**src/rtl/pmem_load_ctrl_pkg.sv**
```systemverilog
// Shared types and default sizes for the program-memory load controller.
// The memory is a single port shared between CPU instruction fetch and host downloads.
package pmem_load_ctrl_pkg;

  localparam int PMEM_IA_W = 16;
  localparam int PMEM_ID_W = 24;

  typedef enum logic [1:0] {
    PLS_IDLE   = 2'd0,
    PLS_LOAD   = 2'd1,
    PLS_VERIFY = 2'd2,
    PLS_FIN    = 2'd3
  } pls_state_e;

endpackage

```
**src/rtl/pmem_load_ctrl_csum_acc.sv**
```systemverilog
// Modular (wrap-around) checksum accumulator with synchronous clear and enable.
// Clear has priority over enable.
module pmem_csum_acc
  import pmem_load_ctrl_pkg::*;
#(
  parameter int W = PMEM_ID_W
) (
  input  logic         clk,
  input  logic         rst_n,
  input  logic         clr,
  input  logic         en,
  input  logic [W-1:0] din,
  output logic [W-1:0] sum
);

  logic [W-1:0] sum_q, sum_d;

  always_comb begin
    sum_d = sum_q;
    if (clr) begin
      sum_d = '0;
    end else if (en) begin
      sum_d = sum_q + din;
    end
  end

  always_ff @(posedge clk or negedge rst_n) begin
    if (!rst_n) begin
      sum_q <= '0;
    end else begin
      sum_q <= sum_d;
    end
  end

  assign sum = sum_q;

endmodule

```
**src/rtl/pmem_load_ctrl.sv**
```systemverilog
// Program-memory port owner: CPU fetch when idle; host download with write,
// read-back checksum verify and CPU halt otherwise.
//
// state      | meaning
// PLS_IDLE   | CPU owns the port, fetches pass straight through
// PLS_LOAD   | host words written at ptr, one per handshake
// PLS_VERIFY | one read-back per cycle, accumulating rsum
// PLS_FIN    | one-cycle DONE, then the CPU is released
module pmem_load_ctrl
  import pmem_load_ctrl_pkg::*;
#(
  parameter int IA_W     = PMEM_IA_W,
  parameter int ID_W     = PMEM_ID_W,
  parameter int MEM_SIZE = 1 << IA_W
) (
  input  logic            CLK,
  input  logic            RSTn,
  input  logic            CPU_REQ,
  input  logic [IA_W-1:0] CPU_A,
  output logic [ID_W-1:0] CPU_DQ,
  output logic            CPU_VALID,
  output logic            CPU_HALT,
  input  logic            HOST_START,
  input  logic            HOST_ABORT,
  input  logic [IA_W-1:0] HOST_BASE,
  input  logic [IA_W:0]   HOST_LEN,
  input  logic            HOST_DVALID,
  input  logic [ID_W-1:0] HOST_DI,
  output logic            HOST_DREADY,
  output logic            HOST_BUSY,
  output logic            HOST_DONE,
  output logic            HOST_ERR,
  output logic [IA_W-1:0] MEM_A,
  output logic            MEM_WE,
  output logic [ID_W-1:0] MEM_DI,
  input  logic [ID_W-1:0] MEM_DQ
);

  localparam logic [IA_W:0] SIZE_W = (IA_W+1)'(MEM_SIZE);
  localparam logic [IA_W:0] ONE    = (IA_W+1)'(1);

  pls_state_e      state_q, state_d;
  logic [IA_W-1:0] base_q, base_d;
  logic [IA_W:0]   len_q, len_d;
  logic [IA_W:0]   ptr_q, ptr_d;
  logic [IA_W:0]   cnt_q, cnt_d;
  logic            err_q, err_d;
  logic            halt_q, halt_d;

  logic            wsum_clr, wsum_en, rsum_clr, rsum_en;
  logic [ID_W-1:0] wsum, rsum, rsum_nxt;
  logic [IA_W:0]   end_addr, cnt_inc;
  logic            range_bad;

  // IA_W+1 bits so base+len==MEM_SIZE (ending on the last word) stays legal
  assign end_addr  = {1'b0, HOST_BASE} + HOST_LEN;
  assign range_bad = end_addr > SIZE_W;
  assign cnt_inc   = cnt_q + ONE;
  assign rsum_nxt  = rsum + MEM_DQ;

  always_comb begin
    state_d     = state_q;
    base_d      = base_q;
    len_d       = len_q;
    ptr_d       = ptr_q;
    cnt_d       = cnt_q;
    err_d       = err_q;
    wsum_clr    = 1'b0;
    wsum_en     = 1'b0;
    rsum_clr    = 1'b0;
    rsum_en     = 1'b0;
    MEM_A       = CPU_A;
    MEM_WE      = 1'b0;
    HOST_DREADY = 1'b0;
    CPU_VALID   = 1'b0;

    case (state_q)
      PLS_IDLE: begin
        CPU_VALID = CPU_REQ;
        if (HOST_START) begin
          err_d    = 1'b0;
          base_d   = HOST_BASE;
          len_d    = HOST_LEN;
          ptr_d    = {1'b0, HOST_BASE};
          cnt_d    = '0;
          wsum_clr = 1'b1;
          rsum_clr = 1'b1;
          if (HOST_LEN == '0) begin
            state_d = PLS_FIN;
          end else if (range_bad) begin
            state_d = PLS_FIN;
            err_d   = 1'b1;
          end else begin
            state_d = PLS_LOAD;
          end
        end
      end
      PLS_LOAD: begin
        HOST_DREADY = 1'b1;
        MEM_A       = ptr_q[IA_W-1:0];
        // abort wins over a same-cycle handshake: that word is dropped
        if (HOST_ABORT) begin
          state_d = PLS_FIN;
          err_d   = 1'b1;
        end else if (HOST_DVALID) begin
          MEM_WE  = 1'b1;
          wsum_en = 1'b1;
          ptr_d   = ptr_q + ONE;
          cnt_d   = cnt_inc;
          if (cnt_inc == len_q) begin
            state_d = PLS_VERIFY;
            ptr_d   = {1'b0, base_q};
            cnt_d   = '0;
          end
        end
      end
      PLS_VERIFY: begin
        MEM_A = ptr_q[IA_W-1:0];
        if (HOST_ABORT) begin
          state_d = PLS_FIN;
          err_d   = 1'b1;
        end else begin
          rsum_en = 1'b1;
          ptr_d   = ptr_q + ONE;
          cnt_d   = cnt_inc;
          if (cnt_inc == len_q) begin
            state_d = PLS_FIN;
            err_d   = err_q | (rsum_nxt != wsum);
          end
        end
      end
      PLS_FIN: begin
        state_d = PLS_IDLE;
      end
      default: begin
        state_d = PLS_IDLE;
      end
    endcase

    halt_d = (state_d != PLS_IDLE);
  end

  always_ff @(posedge CLK or negedge RSTn) begin
    if (!RSTn) begin
      state_q <= PLS_IDLE;
      base_q  <= '0;
      len_q   <= '0;
      ptr_q   <= '0;
      cnt_q   <= '0;
      err_q   <= 1'b0;
      halt_q  <= 1'b0;
    end else begin
      state_q <= state_d;
      base_q  <= base_d;
      len_q   <= len_d;
      ptr_q   <= ptr_d;
      cnt_q   <= cnt_d;
      err_q   <= err_d;
      halt_q  <= halt_d;
    end
  end

  pmem_csum_acc #(.W(ID_W)) u_wsum (
    .clk   (CLK),
    .rst_n (RSTn),
    .clr   (wsum_clr),
    .en    (wsum_en),
    .din   (HOST_DI),
    .sum   (wsum)
  );

  pmem_csum_acc #(.W(ID_W)) u_rsum (
    .clk   (CLK),
    .rst_n (RSTn),
    .clr   (rsum_clr),
    .en    (rsum_en),
    .din   (MEM_DQ),
    .sum   (rsum)
  );

  assign CPU_DQ    = MEM_DQ;
  assign CPU_HALT  = halt_q;
  assign HOST_BUSY = halt_q;
  assign HOST_DONE = (state_q == PLS_FIN);
  assign HOST_ERR  = err_q;
  assign MEM_DI    = HOST_DI;

endmodule
```
**config.mk**
```make
export PLATFORM = sky130hd
export DESIGN_NAME = pmem_load_ctrl
export DESIGN_NICKNAME = d
export VERILOG_FILES = /design/src/rtl/pmem_load_ctrl_pkg.sv /design/src/rtl/pmem_load_ctrl_csum_acc.sv /design/src/rtl/pmem_load_ctrl.sv
export SDC_FILE = /design/constraint.sdc
export NUM_CORES = 1
export LEC_CHECK = 0
export ABC_AREA = 1
export BUFFER_PORTS_ARGS = -buffer_cell sky130_fd_sc_hd__buf_2
export CORE_MARGIN = 5
export CORE_UTILIZATION = 60
export DETAILED_ROUTE_END_ITERATION = 10
export PLACE_DENSITY = 0.83
export SKIP_CTS_REPAIR_TIMING = 1
export SYNTH_ARGS = -nofsm -noshare
export SYNTH_HDL_FRONTEND = slang
export SYNTH_HIERARCHICAL = 1
export SYNTH_SLANG_ARGS = --single-unit
```
**constraint.sdc**
```tcl
create_clock -name CLK -period 2.8 [get_ports CLK]
set_input_delay 0.14 -clock CLK [delete_from_list [all_inputs] [get_ports CLK]]
set_output_delay 0.14 -clock CLK [all_outputs]
set_load 0.005 [all_outputs]
```
=== Word level (Yosys, flattened, before mapping) ===
Index checks and enable logic that the tools add are counted.

* Bits of input ports: 103
* Register bits after elaboration: 119
* Output and inout bits: 71

* Bitwise operators: 1
* Order comparisons: 1
* Mux-type cells: 42
* Equality and inequality tests: 11
* Add/subtract/negate cells: 5
* Reductions and logical operators: 10

{| class="wikitable"
|+ Operators by type and width
! kind !! count
|-
| 17-bit two-way mux || 10
|-
| 17-bit one-hot mux with 3 select lines || 2
|-
| 24-bit two-way mux || 4
|-
| 24-bit adder || 2
|-
| 17-bit by 1-bit adder with 17-bit output (second input constant) || 2
|-
| 24-bit != test || 1
|-
| 16-bit by 17-bit adder with 17-bit output || 1
|-
| 17-bit equality test || 1
|-
| 17-bit > comparator (second input constant) || 1
|-
| 17-bit zero test || 1
|-
| 16-bit two-way mux || 1
|-
| 2-bit two-way mux || 8
|-
| 1-bit two-way mux || 15
|-
| 2-bit != test (second input constant) || 5
|-
| 2-bit one-hot mux with 4 select lines || 1
|-
| 2-bit nonzero test || 3
|-
| 5-bit AND reduction || 1
|-
| 2-bit equality test (second input constant) || 2
|-
| 4-bit AND reduction || 1
|-
| 3-bit != test (second input constant) || 1
|-
| 1-bit one-hot mux with 3 select lines || 1
|-
| 3-bit nonzero test || 1
|-
| 2-bit by 1-bit equality test with 1-bit output (second input constant) || 1
|-
| 2-bit zero test || 1
|-
| 3 further kinds || 3
|}

=== Depth between registers and ports, before layout ===
* Depth after elaboration: 7
* Mapped depth: 20
* Depth with buffers taken out: 20

=== Cells and area by module ===
The synthesis kept the hierarchy.

{| class="wikitable"
|+ By module, submodules not included
! module !! sequential area each (um^2) !! area each (um^2) !! instances !! cells an instance
|-
| pmem_load_ctrl || 1751.7 || 7782.5 || 1 || 1272
|-
| pmem_csum_acc || 600.6 || 2585.0 || 2 || 441
|}

=== Worst setup path before layout ===
No wires, ideal clock.

* Path kind: reg2reg
* From: register cnt_q[0]
* To: register ptr_q[14]
* Data required time: 2683 ps
* Stages on the path, launching flop included: 19
* Setup slack: 541 ps
* Arrival: 2142 ps
* Path through: dfrtp_1 > ha_1 > inv_2 > nor2_4 > nand2_2 > nand2_1 > nand2_1 > nand2_1 > nand3_1 > nor2_2 > nand3_2 > nor2_4 > nand2_4 > buf_6 > buf_6 > o211ai_2 > nand2_1 > nand2_1 > nand2_1

* Word-level cells in the longest chain between the ends: 6

{| class="wikitable"
|+ RTL lines
! item !! line !! source
|-
| start, declared || pmem_load_ctrl.sv:46 || <nowiki>logic [IA_W:0] cnt_q, cnt_d;</nowiki>
|-
| start signal, assigned || pmem_load_ctrl.sv:157 || <nowiki>cnt_q <= cnt_d;</nowiki>
|-
| 17-bit by 1-bit adder with 17-bit output || pmem_load_ctrl.sv:58 || <nowiki>assign cnt_inc = cnt_q + ONE;</nowiki>
|-
| 17-bit equality test || pmem_load_ctrl.sv:110 || <nowiki>if (cnt_inc == len_q) begin</nowiki>
|-
| 17-bit two-way mux || pmem_load_ctrl.sv:110 ||
|-
| 17-bit two-way mux || pmem_load_ctrl.sv:105 || <nowiki>end else if (HOST_DVALID) begin</nowiki>
|-
| 17-bit two-way mux || pmem_load_ctrl.sv:102 || <nowiki>if (HOST_ABORT) begin</nowiki>
|-
| 17-bit one-hot mux with 3 select lines || pmem_load_ctrl.sv:77 || <nowiki>case (state_q)</nowiki>
|-
| end signal, assigned || pmem_load_ctrl.sv:156 || <nowiki>ptr_q <= ptr_d;</nowiki>
|-
| end, declared || pmem_load_ctrl.sv:45 || <nowiki>logic [IA_W:0] ptr_q, ptr_d;</nowiki>
|}

Every way passes these cells. The select of a mux whose other input is x is not followed.
A chain may end at the register's enable or synchronous reset.

=== Worst setup path in the final report ===
* From: register u_rsum.sum_q[0] (netlist: u_rsum/sum[0])
* To: register err_q (netlist: HOST_ERR)

* Word-level cells in the longest chain between the ends: 6

{| class="wikitable"
|+ RTL lines
! item !! line !! source
|-
| start, declared || pmem_load_ctrl_csum_acc.sv:16 || <nowiki>logic [W-1:0] sum_q, sum_d;</nowiki>
|-
| start signal, assigned || pmem_load_ctrl_csum_acc.sv:31 || <nowiki>sum_q <= sum_d;</nowiki>
|-
| 24-bit adder || pmem_load_ctrl.sv:59 || <nowiki>assign rsum_nxt = rsum + MEM_DQ;</nowiki>
|-
| 24-bit != test || pmem_load_ctrl.sv:128 || <nowiki>err_d = err_q | (rsum_nxt != wsum);</nowiki>
|-
| 1-bit OR || pmem_load_ctrl.sv:128 ||
|-
| 1-bit two-way mux || pmem_load_ctrl.sv:126 || <nowiki>if (cnt_inc == len_q) begin</nowiki>
|-
| 1-bit two-way mux || pmem_load_ctrl.sv:119 || <nowiki>if (HOST_ABORT) begin</nowiki>
|-
| 1-bit one-hot mux with 3 select lines || pmem_load_ctrl.sv:77 ||
|-
| end signal, assigned || pmem_load_ctrl.sv:158 || <nowiki>err_q <= err_d;</nowiki>
|-
| end, declared || pmem_load_ctrl.sv:47 || <nowiki>logic err_q, err_d;</nowiki>
|}

Every way passes these cells. The select of a mux whose other input is x is not followed.

==> flow_summary.json <==
{
  "outcome": "complete, but fails checks",
  "violations": "negative hold slack",
  "clk_pin_slew_ns": 0.06,
  "gp_congestion": 0.934,
  "crit_chain": "ha_1, fa_2, o21ai_0, nor2_1, nand2_1, a21oi_1, nand2_1, nor2_1, nand3_1, nor2_1, nand2_1, nor2_1, nand4_1, nand2_1, nand2_1, nand2_1, nand2_1",
  "path_buf_inv": 0,
  "grt_pass1_vias": 13290,
  "clock-root-buffer": "clkbuf_16",
  "gr-usage-met3": 0.0454,
  "antenna_found_initial": 1,
  "grtUsageMet2": 0.553,
  "hold_violations": 3,
  "synth_cells": 2154,
  "p_clk_frac": 0.166,
  "viasPerCell": 5.45,
  "routedWlPerCell_um": 15.1,
  "critical_path_required_ns": 3.12,
  "start_util": 0.612,
  "synthArstFlopShare": 1.00,
  "end_kind": "flip-flop",
  "num_rows": 53,
  "synth-simple-area-share": 0.406,
  "powerDensity_mw_per_mm2": 957,
  "crit_family": "simple AND/OR/NAND/NOR gates",
  "fillCellCount": 1930,
  "cp_common_cell": "nand2_1",
  "first_pass_iters": 6,
  "seqPwrFrac": 0.216,
  "synth-compound-area-share": 0.103,
  "criticalPathCategory": "reg2reg",
  "ys.warnings.count": 6,
  "power.internal_uw": 6830,
  "finalNonFillerCells": 2583,
  "clkSinkCount": 118,
  "total_power_uw": 13900,
  "yosys.area_share.xor_xnor": 0.0342,
  "min_path_type": "in2reg",
  "grt_pass1_wl_mm": 63.1,
  "p_leak_uw": 0.00838,
  "critPathMaxFanout": 4,
  "num_vias": 14087,
  "cts_htree_levels": 4,
  "ys_ff_latch": 118,
  "cts_tree": "yes",
  "synthMuxAreaShare": 0.000773,
  "grt.overflow.total": 0,
  "drive_above_1_share": 0.132,
  "timing.final.crit_share": 0.911,
  "cp_slowest_cell": "fa_2",
  "fin_util": 0.687,
  "area_growth_pct": 12.2,
  "dp_hpwl_mm": 30.5,
  "slew_viol_final": 0,
  "tightest_slew_ns": 0.680,
  "slowest_delay_ns": 0.56,
  "drc": 0,
  "ant_nets": 0,
  "vdd_drop_max_mv": 0.523,
  "ys.flop_type": "dfrtp_1",
  "fin_ws_ns": 0.249,
  "diodes": 0,
  "skew_ns": 0.0120,
  "setup_viol": 0,
  "fp.dieW_um": 157,
  "post-route-min-period_ns": 2.55,
  "die_y_um": 157,
  "port_buffers": 173,
  "syn-num-nets": 2352,
  "grt_use_met1": 0.394,
  "max-cap-violations": 0,
  "clk_latency_ns": 0.43,
  "busiest_layer": "met2",
  "coreArea_mm2": 0.0212,
  "track_usage": 0.316,
  "grt_max_degree": 47,
  "drtIter0Drc": 1188,
  "holdWs_ns": -0.0186,
  "cts_buffers": 17,
  "die-area_mm2": 0.0246,
  "io_pins": 174,
  "fmax_mhz": 392,
  "synth_cell_type_count": 48,
  "syn_avg_cell_area_um2": 6.01,
  "clockBufferDepth": 2,
  "start_kind": "flip-flop",
  "rsz0062_at_grt": "true",
  "seq_area_frac_synth": 0.228,
  "slew_headroom": 0.547,
  "dp_slack_ns": 0.100,
  "synth-edff-count": 0,
  "dp.cells": 2545,
  "arrival_ns": 2.87,
  "comb_power_share": 0.619,
  "yosys.area_share.adder": 0.0941,
  "fin_nets": 2494,
  "swShare": 0.509,
  "wl_mm": 38.9,
  "synth_top_family_by_area": "simple AND/OR/NAND/NOR gates",
  "syn_area_mm2": 0.0130,
  "p_switching_uw": 7070
}
-- placed cells by master (no fill, tap or decap), types with 6 or more instances in the layout --
| cell | count |
|---|---|
| nor2_4 | 10 |
| inv_2 | 6 |
| o21ai_0 | 79 |
| nand3_2 | 6 |
| nor2_2 | 13 |
| nand3b_1 | 19 |
| ha_1 | 90 |
| a21oi_1 | 98 |
| a21oi_2 | 8 |
| nand2_1 | 823 |
| nor3_1 | 17 |
| nor2_1 | 154 |
| buf_2 | 172 |
| xor2_1 | 32 |
| dlygate4sd3_1 | 7 |
| nand2_2 | 19 |
| nand3_1 | 139 |
| buf_4 | 22 |
| nand4_1 | 31 |
| o22ai_1 | 11 |
| clkbuf_16 | 17 |
| inv_1 | 320 |
| o21ai_1 | 12 |
| xnor2_1 | 16 |
| dfrtp_1 | 117 |
-- worst register-to-register path: cells and delay by family, from the launching register on --
family	cells	cell delay [ns]
flops	1	0.40
compound gates	2	0.21
simple gates	13	1.04
fa+ha+maj	2	0.81
-- Yosys cell counts, types with 3 or more instances --
cell type	instances	share of area
a21oi_1	98	0.038
nor4_1	4	0.0019
nand2_1	823	0.24
o21ai_0	80	0.031
nand3b_1	19	0.011
dfrtp_1	118	0.23
a21oi_2	8	0.0054
nand4_1	31	0.015
nand2_2	19	0.0092
xor2_1	32	0.022
xnor2_1	16	0.011
o21ai_2	4	0.0027
nor3_1	17	0.0066
fa_1	4	0.0062
nand3_1	139	0.054
inv_2	6	0.0017
ha_1	91	0.088
a22o_1	4	0.0027
o21ai_1	11	0.0043
or2_2	5	0.0024
o22ai_1	11	0.0053
clkbuf_1	21	0.0061
o31ai_1	3	0.0017
nand3_2	6	0.0046
inv_1	320	0.093
nor2_2	13	0.0063
nor2_1	154	0.045
o211ai_1	4	0.0023
buf_4	49	0.028
nor2_4	10	0.0087
buf_2	5	0.0019
o21bai_1	5	0.0029
-- through the flow --
| step | cell area, um2 | setup TNS (ns) |
|---|---|---|
| floorplan | 13000 | 0 |
| global placement | 13800 | 0 |
| detailed placement | 13800 | 0 |
| CTS | 14400 | 0 |
| global route | 14500 | -0.0120 |
| finish | 14500 | 0 |
-- kinds of logic (layout without fill, tap and decap cells) --
group                    count (synthesis)  after routing
adder cells (fa/ha/maj)                 95             95
flip-flops                             118            118
multiplexers                             1              1
buffers and inverters                  407            561
AND/OR/NAND/NOR                       1246           1246
AO/OA/AOI/OAI                          238            238
XOR/XNOR                                49             49
-- power by group through the flow --
stage          Sequential (uW)  Clock, uW  Combinational (uW)
2_1_floorplan             2790          0                6270
3_3_place_gp              2980          0                8170
3_5_place_dp              2990          0                8370
4_1_cts                   2980       2320                8460
5_1_grt                   3090       2390                9700
6_report                  3000       2300                8600
-- layer usage --
metal	part of all wire	routed length, um
met1	0.41	16000
met4	0.037	1430
met5	0.00018	7
met2	0.48	18600
met3	0.072	2810
-- worst paths after layout --
check / cells past startpoint / end / start / slack (ns)
setup / recovery: 17 / HOST_ERR$_DFFE_PN0P_ / u_rsum/sum[0]$_DFFE_PN0P_ / 0.25
hold / removal: 3 / len_q[9]$_DFFE_PN0P_ / HOST_LEN[9] / -0.02
setup reg to reg: 17 / HOST_ERR$_DFFE_PN0P_ / u_rsum/sum[0]$_DFFE_PN0P_ / 0.25
hold reg to reg: 2 / base_q[12]$_DFFE_PN0P_ / base_q[12]$_DFFE_PN0P_ / 0.48
max in group asynchronous: 3 / base_q[3]$_DFFE_PN0P_ / RSTn / 1.64
min in group asynchronous: 2 / u_wsum/sum[22]$_DFFE_PN0P_ / RSTn / 0.27
-- layout make-up --
class | instances | area, um2 | share of cell area
Multi-Input combinational cell | 1629 | 8280 | 0.570
Clock buffer | 17 | 425 | 0.0293
Inverter | 328 | 1230 | 0.0847
Timing Repair Buffer | 202 | 1120 | 0.0768
Sequential cell | 118 | 2950 | 0.203
Clock inverter | 14 | 175 | 0.0121
Tap cell | 275 | 344 | 0.0237
-- registers in the layout (all words and copies together) (netlist names) --
signal / flops
len_q: 17
u_wsum/sum: 24
u_rsum/sum: 24
HOST_ERR: 1
cnt_q: 17
base_q: 16
state_q: 2
ptr_q: 16
CPU_HALT: 1
Note: power is estimated with default switching activity, not from simulation.
